File: src/rtl/conv1d_pkg.sv
// Shared types and helpers for the conv1d tap scheduler: FSM state encoding
// and the output-length / index-width constant functions.
package conv1d_pkg;

  typedef logic [1:0] state_t;

  localparam state_t S_IDLE = 2'd0;
  localparam state_t S_RUN  = 2'd1;
  localparam state_t S_DONE = 2'd2;

  function automatic int out_len(input int in_len, input int k, input int stride,
                                 input int dil, input int pad);
    return (in_len + 2 * pad - dil * (k - 1) - 1) / stride + 1;
  endfunction

  // Index width that never collapses to zero bits for a modulus of 1.
  function automatic int idx_w(input int n);
    return (n > 1) ? $clog2(n) : 1;
  endfunction

endpackage

File: src/rtl/conv1d_loop_cnt.sv
// One level of the nested loop: modulo-MOD counter with synchronous clear.
// nxt exposes the next-cycle value so the parent can register tap fields from it.
import conv1d_pkg::*;

module conv1d_loop_cnt #(
  parameter int MOD = 2,
  parameter int W   = 1
) (
  input  logic         clk,
  input  logic         rst_n,
  input  logic         clr,
  input  logic         inc,
  output logic [W-1:0] count,
  output logic [W-1:0] nxt,
  output logic         wrap
);

  // wrap flags the terminal value; the parent gates it with its own inc.
  assign wrap = (count == W'(MOD - 1));

  always_comb begin
    nxt = count;
    if (clr) begin
      nxt = '0;
    end else if (inc) begin
      nxt = wrap ? '0 : count + W'(1);
    end
  end

  always_ff @(posedge clk or negedge rst_n) begin
    if (!rst_n) begin
      count <= '0;
    end else begin
      count <= nxt;
    end
  end

endmodule

File: src/rtl/conv1d_tap_scheduler.sv
// Walks co/pos/ci/k and issues one registered tap descriptor per handshake.
// Optional perf counters (stall_cnt, tap_cnt) are built when CONV1D_SCHED_PERF_EN is defined.
//
// Handshake: a tap transfers on a rising edge where tap_valid && tap_ready; while
// tap_valid is high and tap_ready low every tap field holds. abort drops the pending tap.
import conv1d_pkg::*;

module conv1d_tap_scheduler #(
  parameter int IN_LEN = 8,
  parameter int CIN    = 2,
  parameter int COUT   = 2,
  parameter int K      = 3,
  parameter int STRIDE = 1,
  parameter int DIL    = 1,
  parameter int PAD    = 1,
  localparam int OUT_LEN = out_len(IN_LEN, K, STRIDE, DIL, PAD),
  localparam int XA_W    = $clog2(CIN * IN_LEN),
  localparam int WA_W    = $clog2(COUT * CIN * K),
  localparam int CO_W    = idx_w(COUT),
  localparam int OP_W    = idx_w(OUT_LEN),
  localparam int CI_W    = idx_w(CIN),
  localparam int K_W     = idx_w(K)
) (
  input  logic            clk,
  input  logic            rst_n,
  input  logic            start,
  input  logic            abort,
  output logic            tap_valid,
  input  logic            tap_ready,
  output logic [XA_W-1:0] x_addr,
  output logic [WA_W-1:0] w_addr,
  output logic            tap_pad,
  output logic            tap_first,
  output logic            tap_last,
  output logic [CO_W-1:0] out_ch,
  output logic [OP_W-1:0] out_pos,
  output logic            busy,
  output logic            done
`ifdef CONV1D_SCHED_PERF_EN
  ,
  output logic [31:0]     stall_cnt,
  output logic [31:0]     tap_cnt
`endif
);

  state_t state;

  logic            hs, clr, final_tap, load, job_start;
  logic [CO_W-1:0] co_q, co_n;
  logic [OP_W-1:0] pos_q, pos_n;
  logic [CI_W-1:0] ci_q, ci_n;
  logic [K_W-1:0]  k_q, k_n;
  logic            co_wrap, pos_wrap, ci_wrap, k_wrap;

  int              ipos, xa_i;
  logic [XA_W-1:0] x_addr_d;
  logic [WA_W-1:0] w_addr_d;
  logic            pad_d, first_d, last_d;

  assign hs        = (state == S_RUN) && tap_valid && tap_ready;
  assign clr       = (state != S_RUN) || abort;
  assign final_tap = co_wrap && pos_wrap && ci_wrap && k_wrap;
  assign job_start = (state == S_IDLE) && start && !abort;
  assign load      = job_start || (hs && !final_tap && !abort);
  assign busy      = (state == S_RUN);
  assign done      = (state == S_DONE);

  // Counters track the tap currently presented; they move only on a handshake.
  conv1d_loop_cnt #(.MOD(K), .W(K_W)) u_k (
    .clk(clk), .rst_n(rst_n), .clr(clr), .inc(hs),
    .count(k_q), .nxt(k_n), .wrap(k_wrap)
  );
  conv1d_loop_cnt #(.MOD(CIN), .W(CI_W)) u_ci (
    .clk(clk), .rst_n(rst_n), .clr(clr), .inc(hs && k_wrap),
    .count(ci_q), .nxt(ci_n), .wrap(ci_wrap)
  );
  conv1d_loop_cnt #(.MOD(OUT_LEN), .W(OP_W)) u_pos (
    .clk(clk), .rst_n(rst_n), .clr(clr), .inc(hs && k_wrap && ci_wrap),
    .count(pos_q), .nxt(pos_n), .wrap(pos_wrap)
  );
  conv1d_loop_cnt #(.MOD(COUT), .W(CO_W)) u_co (
    .clk(clk), .rst_n(rst_n), .clr(clr), .inc(hs && k_wrap && ci_wrap && pos_wrap),
    .count(co_q), .nxt(co_n), .wrap(co_wrap)
  );

  // Descriptor of the tap the counters will point at after this edge.
  always_comb begin
    ipos     = int'(pos_n) * STRIDE - PAD + int'(k_n) * DIL;
    pad_d    = (ipos < 0) || (ipos >= IN_LEN);
    xa_i     = pad_d ? 0 : int'(ci_n) * IN_LEN + ipos;
    x_addr_d = XA_W'(xa_i);
    w_addr_d = WA_W'((int'(co_n) * CIN + int'(ci_n)) * K + int'(k_n));
    first_d  = (ci_n == '0) && (k_n == '0);
    last_d   = (ci_n == CI_W'(CIN - 1)) && (k_n == K_W'(K - 1));
  end

  always_ff @(posedge clk or negedge rst_n) begin
    if (!rst_n) begin
      state     <= S_IDLE;
      tap_valid <= 1'b0;
      x_addr    <= '0;
      w_addr    <= '0;
      tap_pad   <= 1'b0;
      tap_first <= 1'b0;
      tap_last  <= 1'b0;
      out_ch    <= '0;
      out_pos   <= '0;
    end else begin
      case (state)
        S_IDLE: begin
          if (job_start) begin
            state     <= S_RUN;
            tap_valid <= 1'b1;
          end
        end
        S_RUN: begin
          if (abort) begin
            state     <= S_IDLE;
            tap_valid <= 1'b0;
          end else if (hs && final_tap) begin
            state     <= S_DONE;
            tap_valid <= 1'b0;
          end
        end
        S_DONE:  state <= S_IDLE;
        default: state <= S_IDLE;
      endcase
      if (load) begin
        x_addr    <= x_addr_d;
        w_addr    <= w_addr_d;
        tap_pad   <= pad_d;
        tap_first <= first_d;
        tap_last  <= last_d;
        out_ch    <= co_n;
        out_pos   <= pos_n;
      end
    end
  end

`ifdef CONV1D_SCHED_PERF_EN
  always_ff @(posedge clk or negedge rst_n) begin
    if (!rst_n) begin
      stall_cnt <= '0;
      tap_cnt   <= '0;
    end else if (job_start) begin
      stall_cnt <= '0;
      tap_cnt   <= '0;
    end else if (state == S_RUN) begin
      if (tap_valid && !tap_ready && (stall_cnt != '1)) stall_cnt <= stall_cnt + 32'd1;
      if (hs && (tap_cnt != '1)) tap_cnt <= tap_cnt + 32'd1;
    end
  end
`endif

endmodule

File: config.mk
export PLATFORM = sky130hd
export DESIGN_NAME = conv1d_tap_scheduler
export DESIGN_NICKNAME = d
export VERILOG_FILES = /design/src/rtl/conv1d_pkg.sv /design/src/rtl/conv1d_loop_cnt.sv /design/src/rtl/conv1d_tap_scheduler.sv
export SDC_FILE = /design/constraint.sdc
export NUM_CORES = 1
export LEC_CHECK = 0
export CAP_MARGIN = 20
export CELL_PAD_IN_SITES_DETAIL_PLACEMENT = 0
export CELL_PAD_IN_SITES_GLOBAL_PLACEMENT = 1
export CORE_AREA = 2 2 69 55
export CTS_CLUSTER_DIAMETER = 100
export CTS_CLUSTER_SIZE = 30
export DETAILED_ROUTE_END_ITERATION = 7
export DIE_AREA = 0 0 71 57
export DONT_BUFFER_PORTS = 1
export PLACE_DENSITY = 0.63
export SLEW_MARGIN = 0
export SYNTH_ARGS = -nofsm -noshare
export SYNTH_HDL_FRONTEND = slang
export SYNTH_HIERARCHICAL = 1
export SYNTH_SLANG_ARGS = --single-unit
File: constraint.sdc
create_clock -name clk -period 3.3 [get_ports clk]
set_clock_uncertainty 0.15 [all_clocks]
set_input_delay 0.165 -clock clk [delete_from_list [all_inputs] [get_ports clk]]
set_output_delay 0.165 -clock clk [all_outputs]
set_load 0.02 [all_outputs]
* Word level (Yosys, flattened, before mapping) *
Index checks and enable logic that the tools add are counted.
Widths: inputs -> output; s select.

storage, ports and cells
  bits in registers = 25
  latch bits = 0
  bits in writable memories = 0
  bits in read-only memories = 0
  output and inout port bits = 18
  logic and storage cells = 80
  memories = 0

operators by class
  add/subtract/negate cells = 9
  multipliers = 1
  divide/modulo/power cells = 0
  order comparisons = 2
  equal/unequal tests = 8
  shift operators = 0
  mux-type cells = 21
  bitwise operators = 1
  reduce and logical (&&, ||, !) cells = 25

operator list
  kind                 number
  $logic_and 1x1->1    15
  $mux 2               6
  $mux 1               9
  $mux 3               3
  $eq 2x2->1 const B   3
  $add 4x3->5          1
  $ge 5x5->1 const B   1
  $lt 5x1->1 const B   1
  $add 4x2->4          1
  $add 4x4->4          1
  $logic_not 2->1      2
  $mul 3x2->4 const B  1
  $mux 4               1
  $pmux 2 s2           1
  $sub 3x1->4 const B  1
  $add 2x1->3          1
  $add 3x1->3 const B  1
  $eq 3x3->1 const B   1
  $logic_or 1x1->1     3
  $ne 3x2->1 const B   1
  $reduce_and 3->1     1
  $add 1x1->1 const B  2
  $add 2x1->2 const B  1
  $eq 2x1->1 const B   1
  7 further kinds      8

* Longest topological paths before layout *
Gate-level depths: netlist of run 1.

  depth in word-level cells = 12
  mapped depth = 13

* Cells and area by module *
Netlist of run 1, hierarchy kept.

by module, submodules not included
  module                       times used  cells each  area each (sq um)  seq. area each (sq um)
  conv1d_tap_scheduler         1           83          953.4              450.4
  conv1d_loop_cnt at u_pos     1           12          151.4              75.1
  conv1d_loop_cnt at u_k       1           9           98.8               50.0
  conv1d_loop_cnt at u_ci ...  2           4           45.0               25.0

* Worst setup path after synthesis of run 1 *
Ideal clock, no wire load.

  path type = register to register
  start point = register state[1]
  end point = register x_addr[3]
  setup time = 66 ps
  data arrival time = 3,326 ps
  required time = 3,084 ps
  path slack = -242 ps
  stages on the path, launching flop included = 14
  path buffers = 0
  period minus slack after synthesis = 3,542 ps
  path through = dfrtp_1 nor2b_1 and3_1 and3_1 or3b_1 a21oi_2 inv_1 ha_1 inv_1 ha_1 a21oi_1 or4_4 a21oi_4 a22o_1

between the ends
  cells in the longest elaborated chain, start to end = 12
  elaborated cells on any way between the ends = 26
  classes of those cells = add/sub (3); order compare (2); eq/ne (2); mux (7); reduce/logical (12)

RTL lines
  what                                             line                         source
  from (decl)                                      conv1d_tap_scheduler.sv:46   state_t state;
  from (signal assigned)                           conv1d_tap_scheduler.sv:99   state <= S_IDLE;
  from (signal assigned)                           conv1d_tap_scheduler.sv:112  state <= S_RUN;
  from (signal assigned)                           conv1d_tap_scheduler.sv:118  state <= S_IDLE;
  $eq 2x1->1 (*)                                   -
  net busy                                         conv1d_tap_scheduler.sv:37   output logic busy,
  $logic_and 1x1->1 (*) (2 in a row)               conv1d_tap_scheduler.sv:60   assign hs = (state == S_RUN) && tap_valid && tap_ready;
  net hs                                           conv1d_tap_scheduler.sv:48   logic hs, clr, final_tap, load, job_start;
  $logic_and 1x1->1 (*) (2 in a row)               conv1d_tap_scheduler.sv:78   .clk(clk), .rst_n(rst_n), .clr(clr), .inc(hs && k_wrap && ci_wrap),
  $mux 3 (*)                                       conv1d_loop_cnt.sv:25        end else if (inc) begin
  $mux 3 (*)                                       conv1d_loop_cnt.sv:23        if (clr) begin
  net pos_n[0]                                     conv1d_tap_scheduler.sv:50   logic [OP_W-1:0] pos_q, pos_n;
  $sub 3x1->4 (*)                                  conv1d_tap_scheduler.sv:88   ipos = int'(pos_n) * STRIDE - PAD + int'(k_n) * DIL;
  $add 4x3->5 (*)                                  conv1d_tap_scheduler.sv:88
  $lt 5x1->1 / $ge 5x5->1 (equally long branches)  conv1d_tap_scheduler.sv:89   pad_d = (ipos < 0) || (ipos >= IN_LEN);
  $logic_or 1x1->1                                 conv1d_tap_scheduler.sv:89
  $mux 4 (*)                                       conv1d_tap_scheduler.sv:90   xa_i = pad_d ? 0 : int'(ci_n) * IN_LEN + ipos;
  to (signal assigned)                             conv1d_tap_scheduler.sv:129  x_addr <= x_addr_d;
  to (decl)                                        conv1d_tap_scheduler.sv:30   output logic [XA_W-1:0] x_addr,

The timed path passes the listed nets; every way through them passes the cells marked *.
A chain may end at the register's enable or synchronous reset.

* Worst setup path after layout of run 1 *
  start point = register state[1]
  end point = register x_addr[2]

between the ends
  cells in the longest elaborated chain, start to end = 12
  elaborated cells on any way between the ends = 24
  classes of those cells = add/sub (3); order compare (2); eq/ne (2); mux (5); reduce/logical (12)

RTL lines
  what                                             line
  $eq 2x1->1 (*)                                   conv1d_tap_scheduler.sv:60
  $logic_and 1x1->1 (*) (2 in a row)               conv1d_tap_scheduler.sv:60
  net hs                                           conv1d_tap_scheduler.sv:48
  $logic_and 1x1->1 (*) (2 in a row)               conv1d_tap_scheduler.sv:78
  $mux 3 (*)                                       conv1d_loop_cnt.sv:25
  $mux 3 (*)                                       conv1d_loop_cnt.sv:23
  net pos_n[0]                                     conv1d_tap_scheduler.sv:50
  $sub 3x1->4 (*)                                  conv1d_tap_scheduler.sv:88
  $add 4x3->5 (*)                                  conv1d_tap_scheduler.sv:88
  $lt 5x1->1 / $ge 5x5->1 (equally long branches)  conv1d_tap_scheduler.sv:89
  $logic_or 1x1->1                                 conv1d_tap_scheduler.sv:89
  $mux 4 (*)                                       conv1d_tap_scheduler.sv:90

Marks and branches as above.

==> results of run 1 <==
-- worst max-delay path, cell delays in order (launching register included) --
cell and delay, ps:
dfrtp_1 420, nor2b_4 130, and3_4 190, and3_4 180, or3b_4 380, a21oi_4 170, inv_2 70, ha_4 210
inv_2 60, buf_6 90, fa_2 200, nand2_1 50, or4_4 520, a21oi_4 220, a22o_1 160
-- cell type report --
class / count / area, um2 / area share, %
multi-input combinational: 75 / 657 / 42.0
tap: 42 / 52.6 / 3.36
sequential: 25 / 626 / 40.0
timing repair buffer: 17 / 151 / 9.67
clock buffer: 3 / 41.3 / 2.64
inverter: 8 / 30.0 / 1.92
clock inverter: 1 / 7.51 / 0.480
-- power by group --
part	leakage, nW	switching (mW)	internal [mW]
registers	0.338	0.00873	0.314
logic	0.321	0.0396	0.0295
clock network	0.0217	0.105	0.0856
-- logic make-up after synthesis --
| kind of cell | after synthesis | synth area share (%) |
|---|---|---|
| flip-flops | 25 | 48.4 |
| multiplexers | 5 | 4.16 |
| XOR/XNOR | 4 | 2.71 |
| AO/OA/AOI/OAI | 22 | 13.7 |
| buffers and inverters | 12 | 4.16 |
| adder cells (fa/ha/maj) | 10 | 11.4 |
| AND/OR/NAND/NOR | 34 | 15.5 |
-- path summary, 6_finish.rpt --
path	slack (ps)	to	cells past startpoint
worst max-delay path	40	x_addr[2]	14
worst max register to register	40	x_addr[2]	14
max in group asynchronous	2690	state[0]	2
worst min-delay path	50	u_pos/count[0]	3
worst min register to register	470	u_co/count	2
min in group asynchronous	160	x_addr[0]	2
-- through the flow --
stage / util, % / instances / area [um2]
6_report: 45.4 / 171 / 1570
5_1_grt: 45.4 / 171 / 1570
4_1_cts: 44.4 / 170 / 1530
3_5_place_dp: 41.5 / 162 / 1430
3_3_place_gp: 41.5 / 162 / 1430
2_1_floorplan: - / 112 / 1310
-- layer usage --
layer | global-route usage, % | vias up | routed length [um]
li1 | - | 420 | -
met1 | 18.8 | 411 | 1250
met2 | 22.2 | 15 | 1120
met3 | 5.83 | 2 | 143
met4 | 2.43 | 0 | 19
met5 | 0 | - | 0
-- registers in the layout (all words and copies together) (netlist names) --
register	flops
tap_first	1
tap_last	1
w_addr	4
out_ch	1
state	2
tap_pad	1
u_k/count	2
u_ci/count	1
tap_valid	1
u_co/count	1
u_pos/count	3
out_pos	3
x_addr	4
-- cells in the mapped netlist (3+ instances only) --
cell and count:
a21oi_1 3, a22o_1 4, and3_1 3, dfrtp_1 25
fa_1 3, ha_1 7, inv_1 8, mux2_2 3
nand2_1 10, nand2b_1 3, nor2_1 5, nor2b_1 3
o21ai_0 7, xnor2_1 4
-- timing repair --
| item | 4_1_cts | 5_1_grt |
|---|---|---|
| hold buffers | 4 | 0 |
| endpoints found under the setup margin | 0 | 5 |
| setup buffers | 0 | 1 |
| endpoints found under the hold margin | 28 | 0 |
| resized for setup | 0 | 8 |
==> results.toml, run 1 <==
[status]
outcome = "complete, no violations"

[layout]
fin_nets = 145
syn2layout_area_growth_pct = 21.0
layout_commonest_cell = "dfrtp_1"
nFillCells = 331
drive_above_1_share_pct = 28.7
final_cell_mix = "25 x dfrtp_1, 12 x buf_4, 10 x nand2_1"
n_antenna_cell = 0

[global_routing]
grt-ovfl-total = 0
grt_pass1_wl_mm = 4.51
grt_max_degree = 26
grt_pass1_vias = 940
antenna_found_initial = 0
grt.total_usage_pct = 14.1

[cts]
ctsHtreeMaxLevel = 1
cts_sinks = 25
root_buffer = "clkbuf_8"
clkTransAtPathRegs_ps = 100
cts.path.max_buffers = 2
cts_tree = "built"
cts_buffers = 3
clk_latency_ps = 270

[logic_synthesis]
synth_seq_cells = 25
synth-main-ff-cell = "dfrtp_1"
syn_avg_cell_area_um2 = 11.6
synth_nets = 127
ys_top_cells_by_area = "dfrtp_1 48%, ha_1 6.8%, fa_1 4.6%, nand2_1 2.9%, a22o_1 2.7%"
ys_seq_area_share_pct = 48.4
ys_warn_count = 6
synth-edff-count = 0
netlist_instances = 112
synth_top_area_share_pct = 48.4
yosysUniqueCellTypes = 34
yosysTopAreaCell = "dfrtp_1"
async_flop_share_pct = 100
netlist_area_um2 = 1290

[detailed_routing]
wl_per_cell_um = 14.8
via_count = 848
ant_nets = 0
drtPass1Iterations = 4
routed_via_density = 4.96
drt_iter0_markers = 7
route.final.wire_length_mm = 2.53
drc_errors = 0

[power]
powerDensity_nw_per_um2 = 372
finalPower_mw = 0.582
ir_drop_uv = 194
p_leak_nw = 0.681

[sta]
maxSlewViolCount = 0
worstMarginPinSlew_ps = 571
fin_ws_ps = 44.0
rsz0062_at_grt = "yes"
hold_viol_final = 0
finalCritPeriodShare_pct = 98.7
slew_headroom_pct = 61.8
fin_crit_ps = 3260
setup_tns_ps = 0
timing.fmax_mhz = 307
finalSetupViolations = 0
holdWs_ps = 48.9

[floorplanning]
die_w_um = 71
start_util_pct = 37.5
rows = 19
die_area_um2 = 4050
coreArea_um2 = 3450
dieHeight_um = 57
pin_count = 23

[critical_path]
critPathArrivalTime_ps = 3320
startpoint = "state[1]"
cp-end-kind = "flop"
required_ps = 3360
reg2reg_from = "state[1]"
cp_max_fo = 5
crit_type = "flop to flop"
critPathLaunchType = "flop"

[flow_run]
cap_violations = 0

[placed_design]
post-place-ws_ps = 72.4
dp_hpwl_mm = 1.80
gp_congestion = 0.766
io_buffers = 0

[min_path]
hold_path.class = "input port to flop"
hp-start = "abort"
Note: power is estimated with default switching activity, not from simulation.
==> run 2, diff against run 1 <==
clock period = 2.9 ns   (was 3.3 ns; I/O delays follow)
==> results.toml, run 2 (synthesized netlist as in run 1, its figures left out) <==
[critical_path]
critPathArrivalTime_ps = 3260
cp_max_fo = 5
required_ps = 2960
cpMostUsedCell = "a21oi_4"
crit_chain = "nor2b_4, and3_4, and3_4, or3b_4, a21oi_4, inv_2, ha_4, inv_4, ha_4, a21oi_4, or4_4, a21oi_4, a22o_1"
cp-end-kind = "flop"
max_stage_delay_ps = 500
critPathLaunchType = "flop"
slowest_stage = "or4_4"
crit_type = "flop to flop"

[layout]
regArea_um2 = 626
n_antenna_cell = 0
utilization_pct = 51.3
stdcell_count = 189
finalInstanceArea_um2 = 1770
layout_commonest_cell = "buf_4"
nFillCells = 306
multi_input_area_um2 = 721
top_regs = "w_addr x4, x_addr x4"
fin_nets = 163
syn2layout_area_growth_pct = 36.6
drive_above_1_share_pct = 44.9
final_cell_mix = "29 x buf_4, 25 x dfrtp_1, 10 x nand2_1"

[detailed_routing]
wl_per_cell_um = 13.9
ant_nets = 0
drc_errors = 0
route.final.wire_length_mm = 2.63
drtPass1Iterations = 2
routed_via_density = 5.04
drt_iter0_markers = 28
via_count = 953

[global_routing]
grt_max_degree = 26
grt.total_usage_pct = 14.6
grt_pass1_vias = 998
antenna_found_initial = 0
grt_pass1_wl_mm = 4.63
grt-ovfl-total = 0

[status]
violations = "negative setup slack"
outcome = "finished with violations"

[placed_design]
dp.cells = 176
io_buffers = 0
placed_area_um2 = 1540
dp_hpwl_mm = 1.89
gp_congestion = 0.778

[cts]
root_buffer = "clkbuf_8"
ctsHtreeMaxLevel = 1
clk_latency_ps = 270
clkTransAtPathRegs_ps = 90
cts.path.max_buffers = 2
cts_tree = "built"
cts_sinks = 25
cts_buffers = 3

[floorplanning]
pin_count = 23
die_area_um2 = 4050
rows = 19
dieHeight_um = 57
die_w_um = 71
coreArea_um2 = 3450
start_util_pct = 37.5

[power]
ir_drop_uv = 258
p_leak_nw = 0.778
powerDensity_nw_per_um2 = 375

[sta]
hold_viol_final = 0
fin_crit_ps = 3200
finalSetupViolations = 6
holdWs_ps = 90.0
slew_headroom_pct = 65.0
maxSlewViolCount = 0
rsz0062_at_grt = "yes"
worstMarginPinSlew_ps = 523
timing.fmax_mhz = 312
fin_ws_ps = -304
finalCritPeriodShare_pct = 110
setup_tns_ps = -1560

[flow_run]
cap_violations = 0

[min_path]
hold_path.class = "input port to flop"
[run 2: cell types whose count changed in the layout (fill, tap and decap cells not counted), sizes merged]
cell,previous run,this run
clkinvlp,1,0
buf,14,32
clkbuf,3,4
[run 2: metal layers]
metal  share of wire, %  track usage, %  up-vias
met1                 46            19.0      476
li1                   -               -      461
met4                1.4            5.12        0
met3                3.2            3.89        4
met2                 50            23.9       12
met5                  0               0        -
[run 2: what timing repair did]
action	in CTS	in global routing
cloned	0	0
hold endpoints to repair	28	0
endpoints found under the setup margin	6	7
hold buffers	4	0
gates resized for setup	0	23
buffers inserted	2	3
pin swaps	7	20
[run 2: worst max-delay path, delay by kind of cell (launching register included)]
| kind | cells | cell delay [ps] |
|---|---|---|
| AO/OA/AOI/OAI | 4 | 590 |
| adder cells (fa/ha/maj) | 2 | 530 |
| buffers and inverters | 2 | 110 |
| flip-flops | 1 | 410 |
| AND/OR/NAND/NOR | 5 | 1360 |
[run 2: power breakdown]
group	switching [mW]	total [mW]	leakage, nW	internal (mW)
Combinational	0.0487	0.0889	0.418	0.0403
Sequential	0.00993	0.367	0.338	0.357
Clock	0.108	0.206	0.0228	0.0982
Total	0.167	0.662	0.778	0.495
[run 2: through the flow]
stage	power (mW)	worst slack, ps
3_3_place_gp	0.442	-218
3_5_place_dp	0.443	-303
6_report	0.662	-304
5_1_grt	0.696	-433
4_1_cts	0.675	-253
2_1_floorplan	0.418	-362
[run 2: final timing paths]
path,from,end,slack (ps),depth (start not counted)
worst min register to register,out_pos[0],out_pos[0],480,2
worst max register to register,state[1],x_addr[0],-300,13
worst min-delay path,abort,state[1],90,3
max in group asynchronous,rst_n,tap_pad,2300,2
worst max-delay path,state[1],x_addr[0],-300,13
min in group asynchronous,rst_n,state[0],150,2
[run 2: cell type report]
class | count | area share [%]
multi-input combinational | 75 | 40.8
sequential | 25 | 35.4
timing repair buffer | 35 | 16.4
tap | 42 | 2.97
clock buffer | 4 | 2.55
inverter | 8 | 1.84
